`config.mk`:
```
export PLATFORM = sky130hd
export DESIGN_NAME = mem_tg2_ch_sequencer
export DESIGN_NICKNAME = d
export VERILOG_FILES = /design/src/rtl/tg2_csr_pkg.sv /design/src/rtl/mem_tg2_ch_fsm.sv /design/src/rtl/mem_tg2_ch_sequencer.sv
export SDC_FILE = /design/constraint.sdc
export NUM_CORES = 1
export LEC_CHECK = 0
export ABC_AREA = 1
export CAP_MARGIN = 25
export CORE_UTILIZATION = 25
export DETAILED_ROUTE_END_ITERATION = 6
export SLEW_MARGIN = 20
export SYNTH_ARGS = -nofsm -noshare
export SYNTH_HDL_FRONTEND = slang
export SYNTH_HIERARCHICAL = 1
export SYNTH_SLANG_ARGS = --single-unit
```
`constraint.sdc`:
```
create_clock -name clk -period 2.3 [get_ports clk]
set_input_delay 0.46 -clock clk [delete_from_list [all_inputs] [get_ports clk]]
set_output_delay 0.46 -clock clk [all_outputs]
set_load 0.02 [all_outputs]
```
`src/rtl/tg2_csr_pkg.sv`:
```
// ============================================================================
// Package : tg2_csr_pkg
// Purpose : Shared types and constants for the mem TG2 CSR endpoint. It holds
//           the channel count, the per-channel status field layout, the
//           control image, and the per-channel sequencer state encoding.
// Revision: 1.0 - initial release
// ============================================================================
`default_nettype none

package tg2_csr_pkg;

  // Number of memory channels served by the TG2 CSR block (1..8).
  localparam int M_CHANNEL = 4;

  // Width of one channel's status field in MEM_TG_STAT.
  localparam int TG_STAT_W = 4;

  // One channel's status field in MEM_TG_STAT, MSB first.
  typedef struct packed {
    logic pass;
    logic fail;
    logic timeout;
    logic active;
  } t_tg_stat;

  // Full MEM_TG_STAT image; channel n occupies [4n+3:4n].
  typedef t_tg_stat [M_CHANNEL-1:0] t_csr_tg_stat;

  // MEM_TG_CTRL image; bit n is tg_init_n for channel n.
  typedef struct packed {
    logic [M_CHANNEL-1:0] tg_init_n;
  } t_tg_ctrl;

  // Per-channel sequencer state.
  typedef enum logic [1:0] {
    IDLE = 2'd0,
    RUN  = 2'd1,
    DONE = 2'd2
  } t_tg_seq_state;

endpackage

`default_nettype wire

```
`src/rtl/mem_tg2_ch_fsm.sv`:
```
// ============================================================================
// Module  : mem_tg2_ch_fsm
// Purpose : One channel of the TG2 sequencer: host control edge detect, the
//           IDLE/RUN/DONE state machine, optional local watchdog, and the
//           sticky pass/fail/timeout result capture.
// Ports   : clk, rst          - clock, asynchronous active-high reset
//           ctrl_i            - tg_init_n bit for this channel
//           ip_pass_i/_fail_i/_timeout_i - engine completion reports
//           tg_start_o        - one-cycle start pulse to the engine
//           stat_o            - {pass, fail, timeout, active}
//           enter_o           - this channel enters RUN at the next edge
//           run_d_o           - this channel is in RUN after the next edge
// Config  : MEM_TG2_SEQ_WATCHDOG_EN enables the local watchdog counter.
// Revision: 1.0 - initial release
// ============================================================================
`default_nettype none

module mem_tg2_ch_fsm
  import tg2_csr_pkg::*;
#(
  parameter logic [31:0] TIMEOUT_CYCLES = 32'd100_000_000
) (
  input  logic                 clk,
  input  logic                 rst,
  input  logic                 ctrl_i,
  input  logic                 ip_pass_i,
  input  logic                 ip_fail_i,
  input  logic                 ip_timeout_i,
  output logic                 tg_start_o,
  output logic [TG_STAT_W-1:0] stat_o,
  output logic                 enter_o,
  output logic                 run_d_o
);

  t_tg_seq_state state_q;

  logic ctrl_q;
  logic primed_q;     // low only in the first cycle after reset release
  logic start_q;      // registered 0->1 edge of ctrl_i
  logic ip_pass_q;
  logic ip_fail_q;
  logic ip_timeout_q;
  logic tg_start_q;
  logic active_q;
  logic pass_q;
  logic fail_q;
  logic timeout_q;

  logic in_run;
  logic wd_hit;
  logic enter_d;
  logic fail_d;
  logic timeout_d;
  logic pass_d;
  logic exit_d;
  logic run_d;

`ifdef MEM_TG2_SEQ_WATCHDOG_EN
  logic [31:0] wd_q;
  assign wd_hit = (wd_q == (TIMEOUT_CYCLES - 32'd1));
`else
  assign wd_hit = 1'b0;
`endif

  // Result decision from the engine reports sampled on the previous edge.
  // Priority: fail > timeout (engine or local) > pass, so exactly one
  // result bit is set on exit.
  always_comb begin
    in_run    = (state_q == RUN);
    enter_d   = start_q & ~in_run;
    fail_d    = in_run & ip_fail_q;
    timeout_d = in_run & ~ip_fail_q & (ip_timeout_q | wd_hit);
    pass_d    = in_run & ~ip_fail_q & ~ip_timeout_q & ~wd_hit & ip_pass_q;
    exit_d    = fail_d | timeout_d | pass_d;
    run_d     = enter_d | (in_run & ~exit_d);
  end

  always_ff @(posedge clk or posedge rst) begin
    if (rst) begin
      state_q      <= IDLE;
      ctrl_q       <= 1'b0;
      primed_q     <= 1'b0;
      start_q      <= 1'b0;
      ip_pass_q    <= 1'b0;
      ip_fail_q    <= 1'b0;
      ip_timeout_q <= 1'b0;
      tg_start_q   <= 1'b0;
      active_q     <= 1'b0;
      pass_q       <= 1'b0;
      fail_q       <= 1'b0;
      timeout_q    <= 1'b0;
`ifdef MEM_TG2_SEQ_WATCHDOG_EN
      wd_q         <= 32'd0;
`endif
    end else begin
      // The first post-reset cycle only captures the control level, so a
      // bit held high through reset does not look like a new edge.
      primed_q <= 1'b1;
      ctrl_q   <= ctrl_i;
      start_q  <= primed_q & ctrl_i & ~ctrl_q;

      // Engine reports are only meaningful while a run is in progress.
      ip_pass_q    <= ip_pass_i & in_run;
      ip_fail_q    <= ip_fail_i & in_run;
      ip_timeout_q <= ip_timeout_i & in_run;

      tg_start_q <= enter_d;

      case (state_q)
        IDLE, DONE: begin
          if (enter_d) begin
            state_q   <= RUN;
            active_q  <= 1'b1;
            pass_q    <= 1'b0;
            fail_q    <= 1'b0;
            timeout_q <= 1'b0;
`ifdef MEM_TG2_SEQ_WATCHDOG_EN
            wd_q      <= 32'd0;
`endif
          end
        end
        RUN: begin
          if (exit_d) begin
            state_q   <= DONE;
            active_q  <= 1'b0;
            pass_q    <= pass_d;
            fail_q    <= fail_d;
            timeout_q <= timeout_d;
          end
`ifdef MEM_TG2_SEQ_WATCHDOG_EN
          else begin
            wd_q <= wd_q + 32'd1;
          end
`endif
        end
        default: begin
          state_q  <= IDLE;
          active_q <= 1'b0;
        end
      endcase
    end
  end

  assign tg_start_o = tg_start_q;
  assign stat_o     = {pass_q, fail_q, timeout_q, active_q};
  assign enter_o    = enter_d;
  assign run_d_o    = run_d;

endmodule

`default_nettype wire

```
`src/rtl/mem_tg2_ch_sequencer.sv`:
```
// ============================================================================
// Module  : mem_tg2_ch_sequencer
// Purpose : Hardware endpoint of the mem TG2 control/status CSRs. Turns host
//           tg_init_n edges into engine start pulses, collects per-channel
//           results into MEM_TG_STAT and keeps the MEM_TG_CLOCKS run time.
// Ports   : clk, rst         - clock, asynchronous active-high reset
//           csr_tg_ctrl      - tg_init_n bits, bit n = channel n
//           csr_tg_stat      - ch n at [4n+3:4n] = {pass, fail, timeout, active}
//           csr_tg_clocks    - cycles with at least one channel running
//           tg_start         - one-cycle start pulse per engine
//           tg_ip_pass/_fail/_timeout - per-engine completion reports
// Config  : MEM_TG2_SEQ_WATCHDOG_EN enables the per-channel local watchdog.
// Revision: 1.0 - initial release
// ============================================================================
`default_nettype none

module mem_tg2_ch_sequencer
  import tg2_csr_pkg::*;
#(
  parameter int          M_CHANNEL      = tg2_csr_pkg::M_CHANNEL,
  parameter logic [31:0] TIMEOUT_CYCLES = 32'd100_000_000
) (
  input  logic                           clk,
  input  logic                           rst,
  input  logic [M_CHANNEL-1:0]           csr_tg_ctrl,
  output logic [TG_STAT_W*M_CHANNEL-1:0] csr_tg_stat,
  output logic [63:0]                    csr_tg_clocks,
  output logic [M_CHANNEL-1:0]           tg_start,
  input  logic [M_CHANNEL-1:0]           tg_ip_pass,
  input  logic [M_CHANNEL-1:0]           tg_ip_fail,
  input  logic [M_CHANNEL-1:0]           tg_ip_timeout
);

  logic [M_CHANNEL-1:0] enter_w;
  logic [M_CHANNEL-1:0] run_d_w;
  logic [M_CHANNEL-1:0] active_w;
  logic [63:0]          clocks_q;
  logic [63:0]          clocks_d;

  for (genvar n = 0; n < M_CHANNEL; n++) begin : g_ch
    logic [TG_STAT_W-1:0] stat_w;

    mem_tg2_ch_fsm #(
      .TIMEOUT_CYCLES(TIMEOUT_CYCLES)
    ) u_ch_fsm (
      .clk         (clk),
      .rst         (rst),
      .ctrl_i      (csr_tg_ctrl[n]),
      .ip_pass_i   (tg_ip_pass[n]),
      .ip_fail_i   (tg_ip_fail[n]),
      .ip_timeout_i(tg_ip_timeout[n]),
      .tg_start_o  (tg_start[n]),
      .stat_o      (stat_w),
      .enter_o     (enter_w[n]),
      .run_d_o     (run_d_w[n])
    );

    assign csr_tg_stat[TG_STAT_W*n +: TG_STAT_W] = stat_w;
    assign active_w[n]                           = stat_w[0];
  end

  // The count equals the number of cycles with any active bit set since the
  // first channel of a busy period started. A fresh busy period loads 1 to
  // count its own entry cycle; a staggered start joins the running period.
  always_comb begin
    clocks_d = clocks_q;
    if ((|enter_w) && !(|active_w)) begin
      clocks_d = 64'd1;
    end else if ((|run_d_w) && (clocks_q != {64{1'b1}})) begin
      clocks_d = clocks_q + 64'd1;
    end
  end

  always_ff @(posedge clk or posedge rst) begin
    if (rst) begin
      clocks_q <= 64'd0;
    end else begin
      clocks_q <= clocks_d;
    end
  end

  assign csr_tg_clocks = clocks_q;

endmodule

`default_nettype wire

```
Yosys cells after proc, flatten, opt, wreduce, memory -nomap -nowiden --
Index checks and enable logic that the tools add are counted.
Storage, ports and cells: register bits after elaboration 113, memories kept 0, memory bits (writable) 0, bits in read-only memories 0, bits in latches 0
Cells by class: equal/unequal tests 17, shifts and indexed selects 0, multiply operators 0, reductions and logical operators 27, divide/modulo/power cells 0, order comparisons 0, add/subtract/negate cells 1, bitwise operators 80, mux-type cells 54
Operator list (count):
- $mux W64 | 2
- $add A64 B1 Y64 const B | 1
- $ne A64 B64 Y1 const B | 1
- $and A1 B1 Y1 | 48
- $pmux W1 S2 | 16
- $mux W1 | 24
- $not A1 Y1 | 20
- $mux W2 | 8
- $pmux W2 S2 | 4
- $or A1 B1 Y1 | 12
- $reduce_and A3 Y1 | 4
- $reduce_or A4 Y1 | 3
- $reduce_bool A2 Y1 | 5
- $eq A2 B1 Y1 const B | 4
- $eq A2 B2 Y1 const B | 4
- $logic_not A2 Y1 | 4
- $ne A2 B1 Y1 const B | 4
- $ne A2 B2 Y1 const B | 4
- $reduce_and A2 Y1 | 4
- $reduce_or A2 Y1 | 4
- $logic_and A1 B1 Y1 | 2
- $logic_not A1 Y1 | 1

Logic depth before layout (Yosys ltp) --
Gate-level depths: netlist (run 1).
depth after elaboration 12, gate-level depth with buffers 13, depth with buffers taken out 12

Hierarchy --
Netlist (run 1), hierarchy kept.
By module, submodules not included:
- mem_tg2_ch_sequencer | cells each 740, instances 1, area each 4620.7 um^2, seq. area each 1601.5 um^2
- mem_tg2_ch_fsm | cells each 55, instances 4, area each 549.3 um^2, seq. area each 325.3 um^2

Worst setup path after synthesis (run 1) --
No wires, ideal clock.
kind register -> register, start register clocks_q[1], in the netlist csr_tg_clocks[1], end register clocks_q[21], in the netlist csr_tg_clocks[21], path buffers 2, stages on the path, launching flop included 14, setup time 67 ps, arrival time 1988 ps, period minus slack after synthesis 2054 ps, setup slack 246 ps, data required time 2233 ps, path through dfrtp_1 -> ha_1 -> nand2_2 -> nor2_4 -> nand2_4 -> nor2_8 -> nand2_4 -> o21bai_4 -> nand2_4 -> clkinv_2 -> buf_6 -> buf_6 -> nand2_1 -> nand2_1
Between the ends: cells in the longest elaborated chain, start to end 3, elaborated cells between the ends (all ways) 6, classes of those cells 1 x add/sub; 1 x eq/ne; 2 x mux; 2 x reduce/logical
Ends and longest elaborated chain:
- from (decl) | RTL line mem_tg2_ch_sequencer.sv:37 | logic [63:0] clocks_q;
- from (signal assigned) | RTL line mem_tg2_ch_sequencer.sv:78 | clocks_q <= clocks_d;
- $add A64 B1 Y64 / $ne A64 B64 Y1 (equally long branches) | RTL line mem_tg2_ch_sequencer.sv:70, mem_tg2_ch_sequencer.sv:69
- $mux W64 / $logic_and A1 B1 Y1 (equally long branches) | RTL line mem_tg2_ch_sequencer.sv:69 | end else if ((|run_d_w) && (clocks_q != {64{1'b1}})) begin
- $mux W64 / $reduce_bool A2 Y1 (equally long branches)
Parallel ways exist; a longest one is shown, timed or not. The select of a mux whose other input is x is not followed. A chain may end at the register's enable or synchronous reset.

Final worst setup path (run 1) --
start register g_ch[2].u_ch_fsm.state_q[1], end register clocks_q[40], in the netlist csr_tg_clocks[40]
Between the ends: cells in the longest elaborated chain, start to end 11, elaborated cells between the ends (all ways) 19, classes of those cells 1 x eq/ne; 1 x mux; 12 x bitwise; 5 x reduce/logical
Ends and longest elaborated chain:
- from (decl) | RTL line mem_tg2_ch_fsm.sv:35 | t_tg_seq_state state_q;
- from (signal assigned) | RTL line mem_tg2_ch_fsm.sv:80 | state_q <= IDLE;
- from (signal assigned) | RTL line mem_tg2_ch_fsm.sv:112 | state_q <= RUN;
- from (signal assigned) | RTL line mem_tg2_ch_fsm.sv:124 | state_q <= DONE;
- $eq A2 B1 Y1 (*) | RTL line mem_tg2_ch_fsm.sv:69 | in_run = (state_q == RUN);
- $and A1 B1 Y1 | RTL line mem_tg2_ch_fsm.sv:72, mem_tg2_ch_fsm.sv:73
- $and A1 B1 Y1 (on tied branches) | RTL line mem_tg2_ch_fsm.sv:72, mem_tg2_ch_fsm.sv:73
- $or A1 B1 Y1 / $and A1 B1 Y1 (equally long branches) | RTL line mem_tg2_ch_fsm.sv:74, mem_tg2_ch_fsm.sv:73
- $or A1 B1 Y1 | RTL line mem_tg2_ch_fsm.sv:74 | exit_d = fail_d | timeout_d | pass_d;
- $not A1 Y1 | RTL line mem_tg2_ch_fsm.sv:75 | run_d = enter_d | (in_run & ~exit_d);
- $and A1 B1 Y1 | RTL line mem_tg2_ch_fsm.sv:75
- $or A1 B1 Y1 (*) | RTL line mem_tg2_ch_fsm.sv:75
- net run_d_w[2] | RTL line mem_tg2_ch_sequencer.sv:35 | logic [M_CHANNEL-1:0] run_d_w;
- $reduce_or A4 Y1 (*) | RTL line mem_tg2_ch_sequencer.sv:69
- $logic_and A1 B1 Y1 (*) | RTL line mem_tg2_ch_sequencer.sv:69
- $reduce_bool A2 Y1 (no source line) (*)
The timed path passes the listed nets; every way through them passes the cells marked *.

==> metrics.yaml, run 1 <==
status:
  status: "finished, final reports clean"
clocking:
  path_clk_slew_ps: 60
  clockBufferDepth: 2
  cts_made_buffers: 17
  clock_sinks: 116
  cts_tree: "yes"
  htreeDepth: 4
  insertion_delay_ps: 430
  clockRootBuffer: "clkbuf_16"
  hold_buffers: 0
timing:
  finalCritPeriodShare_pct: 93.9
  rsz0062_at_grt: "no"
  max_freq_mhz: 463
  tightest_slew_ps: 534
  hold_viol_final: 0
  period_minus_slack_ps: 2160
  setup_viol: 0
  relSlewSlack_pct: 64.3
  fin_skew_ps: 9.09
  drv_slew: 0
  final.setup.tns_ps: 0
die:
  die_w_um: 167
  die_h_um: 167
  core-area_sq_um: 26900
  die_area_sq_um: 27900
  io_pins: 102
  start_util_pct: 25.4
  rows: 60
global_route:
  grt_pass1_vias: 6514
  grt-ovfl-total: 0
  grt_pass1_wl_mm: 36.5
  grt_max_degree: 65
  grt_antenna_before_repair: 0
  grt_usage_pct: 17.3
worst_setup_path:
  cp_max_fo: 18
  crit_arrival_ps: 2520
  cp.required_ps: 2660
  cp-start-kind: "flop"
  critPathKind: "flop to flop"
  critPathCaptureType: "flop"
layout:
  antenna_cells: 0
  fin_nets: 1161
  areaGrowthSynthToFinish_pct: 38.3
  design_area_sq_um: 9430
  drive_gt1_share_pct: 14.8
placed_design:
  port_buffers: 101
  placed_cell_area_sq_um: 8750
  place_congestion: 0.972
  dpl.hpwl_mm: 18.1
power_and_ir_drop:
  power_density_nw_per_um2: 891
  max-vdd-ir-drop_mv: 0.484
  p_sw_share_pct: 39.2
  pwr-share-comb_pct: 39.1
  power.internal_mw: 5.11
  power_frac_seq_pct: 30.5
  p_clk_share_pct: 30.4
  p_switching_mw: 3.30
  leakage_nw: 4.42
synth:
  synthCells: 960
  yosysSeqAreaShare_pct: 42.6
  syn-cell-area_sq_um: 6820
  synth_area_leaders: "dfrtp_1, nand2_1, nor2_1"
  ys_types: 34
  syn_nets: 979
  synth_top_area_cell: "dfrtp_1"
  avgSynthCellArea_sq_um: 7.10
  netlist.area_leader.share_pct: 42.6
  ys_ff_latch: 116
  yosysWarnings: 6
drt:
  routed_wirelength_mm: 23.8
  avgViaCountPerCell: 4.54
  wl_per_cell_um: 15.9
  vias: 6795
  drt_iter0_markers: 477
  antenna_left: 0
  drcViolationCount: 0
  drt_pass1_iterations: 5
min_path:
  holdCritPathClass: "flop to flop"
job:
  max_cap_viol_count: 0
==> per-stage QoR <==
stage	utilization, %	setup WS, ps	hold slack (ps)	cells	total power, mW
2_1_floorplan	-	242	337	960	4.37
3_3_place_gp	32.5	-38.4	380	1456	5.44
3_5_place_dp	32.5	-108	385	1456	5.48
4_1_cts	34.7	25.4	393	1488	8.08
5_1_grt	35.1	3.57	403	1496	8.83
6_report	35.1	141	389	1496	8.41
==> power by group through the flow <==
stage | Sequential (mW) | Clock (mW) | Combinational [mW]
after CTS | 2.57 | 2.60 | 2.91
after global placement | 2.60 | 0 | 2.85
after floorplan | 2.60 | 0 | 1.77
after global routing | 2.61 | 2.69 | 3.53
final | 2.56 | 2.55 | 3.29
after detailed placement | 2.59 | 0 | 2.89
==> kinds of logic (layout without fill, tap and decap cells) <==
kind of cell | count (synthesis) | count (layout) | share of synthesized area [%]
simple gates | 636 | 636 | 40.6
xor+xnor | 34 | 34 | 4.37
other cells | 4 | 4 | 0.220
flops | 116 | 116 | 42.6
buf+inv | 124 | 319 | 8.02
compound gates | 45 | 45 | 3.98
fa+ha+maj | 1 | 1 | 0.183
==> repair_timing <==
action	CTS	global route
pin swaps	0	2
buffers inserted	0	6
gates cloned	0	2
endpoints found under the hold margin	0	0
setup endpoints to repair	62	61
resized for setup	3	6
==> Yosys cell counts <==
cell	instances
o21bai_4	1
nor3_1	2
nand4_1	31
o21ai_0	27
dfrtp_1	116
conb_1	4
buf_6	2
nand3_1	40
inv_1	89
nor2_4	7
nor2_8	1
nand2_2	2
buf_4	16
buf_2	4
nor4_1	1
nor3b_1	1
ha_1	1
a21o_1	1
inv_2	4
or2_2	2
nand2_1	379
nor2_2	4
clkbuf_1	8
o21ai_2	4
nor2_1	148
a21oi_1	6
nand4_4	4
nand3b_1	3
xor2_1	20
o21bai_1	6
clkinv_2	1
nand3_2	4
xnor2_1	14
nand2_4	7
==> per-layer routing <==
metal	routed length, um	global-route usage (%)
met1	10400	22.7
met2	11000	27.4
met3	1800	4.11
met4	543	6.70
met5	0	0
==> registers in the layout, indices dropped and copies added (netlist names) <==
register                    count
g_ch.u_ch_fsm/active_q          4
g_ch.u_ch_fsm/start_q           4
g_ch.u_ch_fsm/pass_q            4
g_ch.u_ch_fsm/ip_timeout_q      4
csr_tg_clocks                  64
g_ch.u_ch_fsm/ip_pass_q         4
g_ch.u_ch_fsm/state_q           8
g_ch.u_ch_fsm/ip_fail_q         4
g_ch.u_ch_fsm/ctrl_q            4
g_ch.u_ch_fsm/tg_start_o        4
g_ch.u_ch_fsm/primed_q          4
g_ch.u_ch_fsm/timeout_q         4
g_ch.u_ch_fsm/fail_q            4
==> worst max-delay path, stage by stage (launching register included) <==
cell and delay, ps:
dfrtp_1 430, nor2_4 170, o21ai_0 150, nor4_2 440
o21bai_4 200, buf_4 150, nand2_4 80, inv_6 120
clkbuf_16 210, nand2_1 60, nand2_1 60
==> layout by cell type (no fill, tap or decap), types with 7 or more instances in the layout <==
cell type and n:
nand2_1 379, nor2_1 146, nor2_4 10, xnor2_1 14, buf_4 86, xor2_1 20
nand3_1 40, inv_1 88, clkbuf_16 19, nand4_1 31, o21ai_0 27, dfrtp_1 114
clkdlybuf4s50_1 101, nand2_4 7
==> cell type report <==
cell class / count / area, sq um
Clock buffer: 18 / 439
Clock inverter: 14 / 120
Fill cell: 2865 / 17400
Inverter: 94 / 358
Multi-Input combinational cell: 720 / 3390
Sequential cell: 116 / 2910
Tap cell: 341 / 427
Timing Repair Buffer: 193 / 1790
==> path summary, 6_finish.rpt <==
kind / slack [ps] / to / depth (start not counted) / start
min: 390 / g_ch[0].u_ch_fsm/start_q$_DFF_PP0_ / 1 / g_ch[0].u_ch_fsm/ctrl_q$_DFF_PP0_
max in group asynchronous: 1390 / csr_tg_clocks[20]$_DFFE_PP0P_ / 3 / rst
min reg2reg: 390 / g_ch[0].u_ch_fsm/start_q$_DFF_PP0_ / 1 / g_ch[0].u_ch_fsm/ctrl_q$_DFF_PP0_
max reg2reg: 140 / csr_tg_clocks[40]$_DFFE_PP0P_ / 10 / g_ch[2].u_ch_fsm/state_q[1]$_DFFE_PP0P_
min in group asynchronous: 560 / g_ch[1].u_ch_fsm/timeout_q$_DFFE_PP0P_ / 2 / rst
max: 140 / csr_tg_clocks[40]$_DFFE_PP0P_ / 10 / g_ch[2].u_ch_fsm/state_q[1]$_DFFE_PP0P_
(Power assumes the default switching activity.)
==> inputs of run 2 (changes only) <==
--- a/config.mk
+++ b/config.mk
@@ -9,6 +9,7 @@
 export CAP_MARGIN = 25
 export CORE_UTILIZATION = 25
 export DETAILED_ROUTE_END_ITERATION = 6
+export RECOVER_POWER = 25
 export SLEW_MARGIN = 20
 export SYNTH_ARGS = -nofsm -noshare
 export SYNTH_HDL_FRONTEND = slang
==> run 2 against run 1 <==
- worst setup slack improved by 5.6 ps
- highest routed layer unchanged
- combinational power barely moved
- register-to-register slack barely moved
- core utilization barely moved
- via count rose by 0.56%
- sequential power barely moved
- design area fell by 0.13%
- non-clock buffer count did not move
- hold slack got worse by 1.2 ps
- die area did not move
- flip-flop and latch count did not move
==> metrics.yaml, run 2 (synthesis results as in run 1) <==
layout:
  antenna_cells: 0  # unchanged
  fin_nets: 1161  # unchanged
  layoutNonFillerInstCount: 1496  # unchanged
  seq_area_sq_um: 2910  # unchanged
  areaGrowthSynthToFinish_pct: 38.1
  largest_register_ffs: 64  # unchanged
  multi_input_area_sq_um: 3390  # unchanged
  fill_cells: 2867  # +0.070%
  drive_gt1_share_pct: 14.7  # -0.087 points
  utilization_pct: 35.0  # -0.047 points
  final_common_cell: "nand2_1"
  mostFrequentLayoutCells: "nand2_1, nor2_1, dfrtp_1, clkdlybuf4s50_1, inv_1"
drt:
  avgViaCountPerCell: 4.57  # +0.56%
  drcViolationCount: 0  # unchanged
  antenna_left: 0  # unchanged
  vias: 6833  # +0.56%
  drt_iter0_markers: 519  # +8.8%
  wl_per_cell_um: 15.9  # +0.19%
  routed_wirelength_mm: 23.8  # +0.19%
  drt_pass1_iterations: 5  # unchanged
worst_setup_path:
  crit_arrival_ps: 2520  # about the same
  cp_num_buf_inv: 3  # unchanged
  ff2ff_setup_slack_ps: 150  # about the same
  slowest_delay_ps: 440  # about the same
  cp-start-kind: "flop"
  cp.required_ps: 2670  # about the same
  critPathCaptureType: "flop"
  cp_max_fo: 18  # unchanged
  path_common_cell: "nand2_1"
  critPathKind: "flop to flop"
  cp_cell_sequence: "nor2_4 > o21ai_0 > nor4_2 > o21bai_4 > buf_4 > nand2_4 > inv_6 > clkbuf_16 > nand2_1 > nand2_1"
  critPathTopFamily: "simple AND/OR/NAND/NOR gates"
  cpMaxStageDelayCell: "nor4_2"
die:
  io_pins: 102  # unchanged
  die_h_um: 167  # unchanged
  die_area_sq_um: 27900  # unchanged
  die_w_um: 167  # unchanged
  core-area_sq_um: 26900  # unchanged
  start_util_pct: 25.4  # unchanged
  rows: 60  # unchanged
status:
  status: "finished, final reports clean"
clocking:
  htreeDepth: 4  # unchanged
  clock_sinks: 116  # unchanged
  cts_tree: "yes"
  clockRootBuffer: "clkbuf_16"
  clockBufferDepth: 2  # unchanged
  cts_made_buffers: 17  # unchanged
  path_clk_slew_ps: 60  # about the same
  insertion_delay_ps: 430  # about the same
  hold_buffers: 0  # unchanged
placed_design:
  place_congestion: 0.972  # unchanged
  dp.cells: 1456  # unchanged
  port_buffers: 101  # unchanged
  dpl.hpwl_mm: 18.1  # unchanged
timing:
  relSlewSlack_pct: 37.5  # -27 points
  max_freq_mhz: 464  # +0.26%
  drv_slew: 0  # unchanged
  rsz0062_at_grt: "no"
  setup_viol: 0  # unchanged
  hold_viol_final: 0  # unchanged
  period_minus_slack_ps: 2150  # -5.60 ps
  fin_skew_ps: 9.16  # +0.0719 ps
  tightest_slew_ps: 937  # +403 ps
  finalCritPeriodShare_pct: 93.6  # -0.24 points
  holdWs_ps: 388  # -1.23 ps
global_route:
  grt_pass1_wl_mm: 36.5  # unchanged
  grt_usage_pct: 17.3  # unchanged
  grt_max_degree: 65  # unchanged
  grt_antenna_before_repair: 0  # unchanged
  grt_pass1_vias: 6514  # unchanged
  grt-ovfl-total: 0  # unchanged
min_path:
  holdCritPathClass: "flop to flop"
power_and_ir_drop:
  leakage_nw: 4.42  # -0.14%
  max-vdd-ir-drop_mv: 0.483  # -0.16%
  power_density_nw_per_um2: 893  # +0.21%
job:
  max_cap_viol_count: 0  # unchanged
## run 2: final cells by class
| type | count | share of cell area [%] |
|---|---|---|
| Timing Repair Buffer | 193 | 18.8 |
| Clock inverter | 14 | 1.28 |
| Multi-Input combinational cell | 720 | 36.0 |
| Sequential cell | 116 | 30.8 |
| Inverter | 94 | 3.80 |
| Tap cell | 341 | 4.53 |
| Clock buffer | 18 | 4.66 |
## run 2: report_power, final
part / switching (mW) / internal [mW]
registers: 0.233 / 2.33
logic: 1.95 / 1.34
clock network: 1.13 / 1.44
## run 2: worst paths after layout
kind                                                    startpoint  cells past startpoint                             endpoint
max in group asynchronous                                      rst                      3        csr_tg_clocks[47]$_DFFE_PP0P_
min                              g_ch[0].u_ch_fsm/ctrl_q$_DFF_PP0_                      1   g_ch[0].u_ch_fsm/start_q$_DFF_PP0_
min reg2reg                      g_ch[0].u_ch_fsm/ctrl_q$_DFF_PP0_                      1   g_ch[0].u_ch_fsm/start_q$_DFF_PP0_
max reg2reg                g_ch[2].u_ch_fsm/state_q[1]$_DFFE_PP0P_                     10        csr_tg_clocks[40]$_DFFE_PP0P_
min in group asynchronous                                      rst                      2  g_ch[1].u_ch_fsm/pass_q$_DFFE_PP0P_
max                        g_ch[2].u_ch_fsm/state_q[1]$_DFFE_PP0P_                     10        csr_tg_clocks[40]$_DFFE_PP0P_
## run 2: routing by layer
metal	part of all wire (%)	vias to the layer above	track usage [%]
met5	0	-	0
met4	2.4	0	6.70
met3	7.3	39	4.11
met2	46	244	27.4
met1	44	3212	22.7
li1	-	3338	-
## run 2: timing repair
item                                    in CTS  in global routing
pin swaps                                    0                  2
cloned                                       0                  2
gates resized for setup                      3                  6
buffers inserted                             0                  6
endpoints found under the setup margin      62                 61
endpoints found under the hold margin        0                  0
## run 2: through the flow
stage	setup TNS, ps	power [mW]	setup slack, ps	cell area (sq um)
floorplan	0	4.37	242	6820
CTS	0	8.08	25.4	9320
global placement	-559	5.44	-38.4	8750
detailed placement	-3510	5.48	-108	8750
finish	0	8.41	146	9420
global route	0	8.82	3.57	9420
==> inputs of run 3 (changes only) <==
==> constraint.sdc (replaced) <==
create_clock -name clk -period 2.3 [get_ports clk]
set_input_delay 0.46 -clock clk [delete_from_list [all_inputs] [get_ports clk]]
set_output_delay 0.46 -clock clk [all_outputs]
set_load 0.05 [all_outputs]
==> run 3 against run 2 <==
- flip-flop and latch count did not move
- maximum frequency shrank 5.0%
- via count is 2.8% lower
- sequential share of layout area up 0.30 points
- first-iteration DRC count is 14% lower
- sequential power barely moved
- combinational power is essentially flat
- count of clock-buffer cells in the layout up 1
- hold slack gained 1.8 ps
- die area stayed put
- design area is 0.86% lower
- critical path type is now flop to primary output
==> metrics.yaml, run 3 (synthesis results as in run 1) <==
timing:
  tightest_slew_ps: 963  # +25.6 ps
  fin_skew_ps: 10.7  # +1.58 ps
  setup_viol: 0  # unchanged
  hold_viol_final: 0  # unchanged
  finalCritPeriodShare_pct: 98.5  # +4.9 points
  final.setup.tns_ps: 0  # unchanged
  rsz0062_at_grt: "no"
  relSlewSlack_pct: 35.8  # -1.7 points
  period_minus_slack_ps: 2270  # +113 ps
  worst_slack_ps: 33.5  # -113 ps
  drv_slew: 0  # unchanged
  max_freq_mhz: 441  # -5.0%
  holdWs_ps: 390  # +1.75 ps
layout:
  mostFrequentLayoutCells: "nand2_1, nor2_1, dfrtp_1, clkdlybuf4s50_1, inv_1"
  antenna_cells: 0  # unchanged
  areaGrowthSynthToFinish_pct: 36.9
  largest_register_ffs: 64  # unchanged
  fin_nets: 1150  # -0.95%
  drive_gt1_share_pct: 14.1  # -0.65 points
  layoutNonFillerInstCount: 1485  # -0.74%
  final_common_cell: "nand2_1"
  utilization_pct: 34.7  # -0.30 points
  design_area_sq_um: 9340  # -0.86%
worst_setup_path:
  cp.required_ps: 1840  # -830 ps
  slowest_delay_ps: 810  # +370 ps
  cp_num_buf_inv: 2  # -1
  cpMaxStageDelayCell: "clkdlybuf4s50_1"
  crit_arrival_ps: 1810  # -710 ps
  cp-start-kind: "flop"
  cp_max_fo: 5  # -13
  critPathKind: "flop to primary output"
  critPathCaptureType: "primary output"
  cp_cell_sequence: "buf_4 > clkdlybuf4s50_1"
  critPathTopFamily: "buffers and inverters"
global_route:
  grt_usage_pct: 17.1  # -0.13 points
  grt_max_degree: 65  # unchanged
  grt_pass1_wl_mm: 36.4  # -0.34%
  grt_antenna_before_repair: 0  # unchanged
  grt-ovfl-total: 0  # unchanged
  grt_pass1_vias: 6419  # -1.5%
clocking:
  insertion_delay_ps: 430  # about the same
  clockRootBuffer: "clkbuf_16"
  cts_made_buffers: 17  # unchanged
  clockBufferDepth: 2  # unchanged
  path_clk_slew_ps: 60  # about the same
  cts_tree: "yes"
  clock_sinks: 116  # unchanged
  htreeDepth: 4  # unchanged
  hold_buffers: 0  # unchanged
status:
  status: "finished, final reports clean"
die:
  rows: 60  # unchanged
  core-area_sq_um: 26900  # unchanged
  io_pins: 102  # unchanged
  die_h_um: 167  # unchanged
  start_util_pct: 25.4  # unchanged
  die_area_sq_um: 27900  # unchanged
  die_w_um: 167  # unchanged
placed_design:
  port_buffers: 101  # unchanged
  placed_cell_area_sq_um: 8660  # -0.93%
  preCtsSetupSlack_ps: 63.5  # +171 ps
  dp.cells: 1447  # -0.62%
  dpl.hpwl_mm: 18.0  # -0.45%
  place_congestion: 0.951  # -2.1%
power_and_ir_drop:
  power.internal_mw: 4.96  # -2.8%
  p_sw_share_pct: 41.6  # +2.2 points
  max-vdd-ir-drop_mv: 0.602  # +25%
  leakage_nw: 4.44  # +0.55%
  power_frac_seq_pct: 30.5  # about the same
  p_switching_mw: 3.53  # +6.7%
  p_clk_share_pct: 30.4  # about the same
  p_total_mw: 8.49  # +0.92%
  pwr-share-comb_pct: 39.2  # about the same
  power_density_nw_per_um2: 909  # +1.8%
drt:
  vias: 6643  # -2.8%
  drt_pass1_iterations: 4  # -1
  wl_per_cell_um: 15.8  # -0.74%
  routed_wirelength_mm: 23.5  # -1.5%
  drcViolationCount: 0  # unchanged
  antenna_left: 0  # unchanged
  drt_iter0_markers: 447  # -14%
  avgViaCountPerCell: 4.47  # -2.1%
job:
  max_cap_viol_count: 0  # unchanged
min_path:
  holdCritPathClass: "flop to flop"
-- run 3: area by class of cell --
| cell class | count | area (sq um) |
|---|---|---|
| fillers | 2909 | 17500 |
| flip-flops and latches | 116 | 2910 |
| multi-input cells | 720 | 3380 |
| repair buffers | 182 | 1690 |
| inverters | 94 | 354 |
| clock inverters | 13 | 128 |
| clock buffers | 19 | 443 |
| well taps | 341 | 427 |
-- run 3: per-layer routing --
| layer | vias up | part of all wire, % | global-route usage, % |
|---|---|---|---|
| met3 | 23 | 4.9 | 3.69 |
| met1 | 3144 | 45 | 22.0 |
| li1 | 3309 | - | - |
| met5 | - | 0 | 0 |
| met4 | 0 | 1.0 | 4.11 |
| met2 | 167 | 49 | 29.3 |
-- run 3: timing repair --
action	CTS	global route
gates cloned	0	1
pin swaps	0	4
hold endpoints to repair	0	0
setup buffers	0	5
setup endpoints to repair	2	65
resized for setup	2	12
-- run 3: power groups by stage --
stage	clock [mW]	combinational [mW]	sequential, mW
2_1_floorplan	0	2.05	2.72
3_3_place_gp	0	3.03	2.61
3_5_place_dp	0	3.06	2.61
4_1_cts	2.61	3.09	2.59
5_1_grt	2.71	3.56	2.63
6_report	2.58	3.32	2.59
-- run 3: path summary, 6_finish.rpt --
path	start	to	slack (ps)	depth (start not counted)
setup / recovery	csr_tg_clocks[55]$_DFFE_PP0P_	csr_tg_clocks[55]	30	2
hold / removal	g_ch[2].u_ch_fsm/ctrl_q$_DFF_PP0_	g_ch[2].u_ch_fsm/start_q$_DFF_PP0_	390	1
setup reg to reg	g_ch[0].u_ch_fsm/state_q[1]$_DFFE_PP0P_	csr_tg_clocks[0]$_DFFE_PP0P_	140	9
hold reg to reg	g_ch[2].u_ch_fsm/ctrl_q$_DFF_PP0_	g_ch[2].u_ch_fsm/start_q$_DFF_PP0_	390	1
max in group asynchronous	rst	csr_tg_clocks[1]$_DFFE_PP0P_	740	3
min in group asynchronous	rst	g_ch[1].u_ch_fsm/ip_pass_q$_DFF_PP0_	620	2
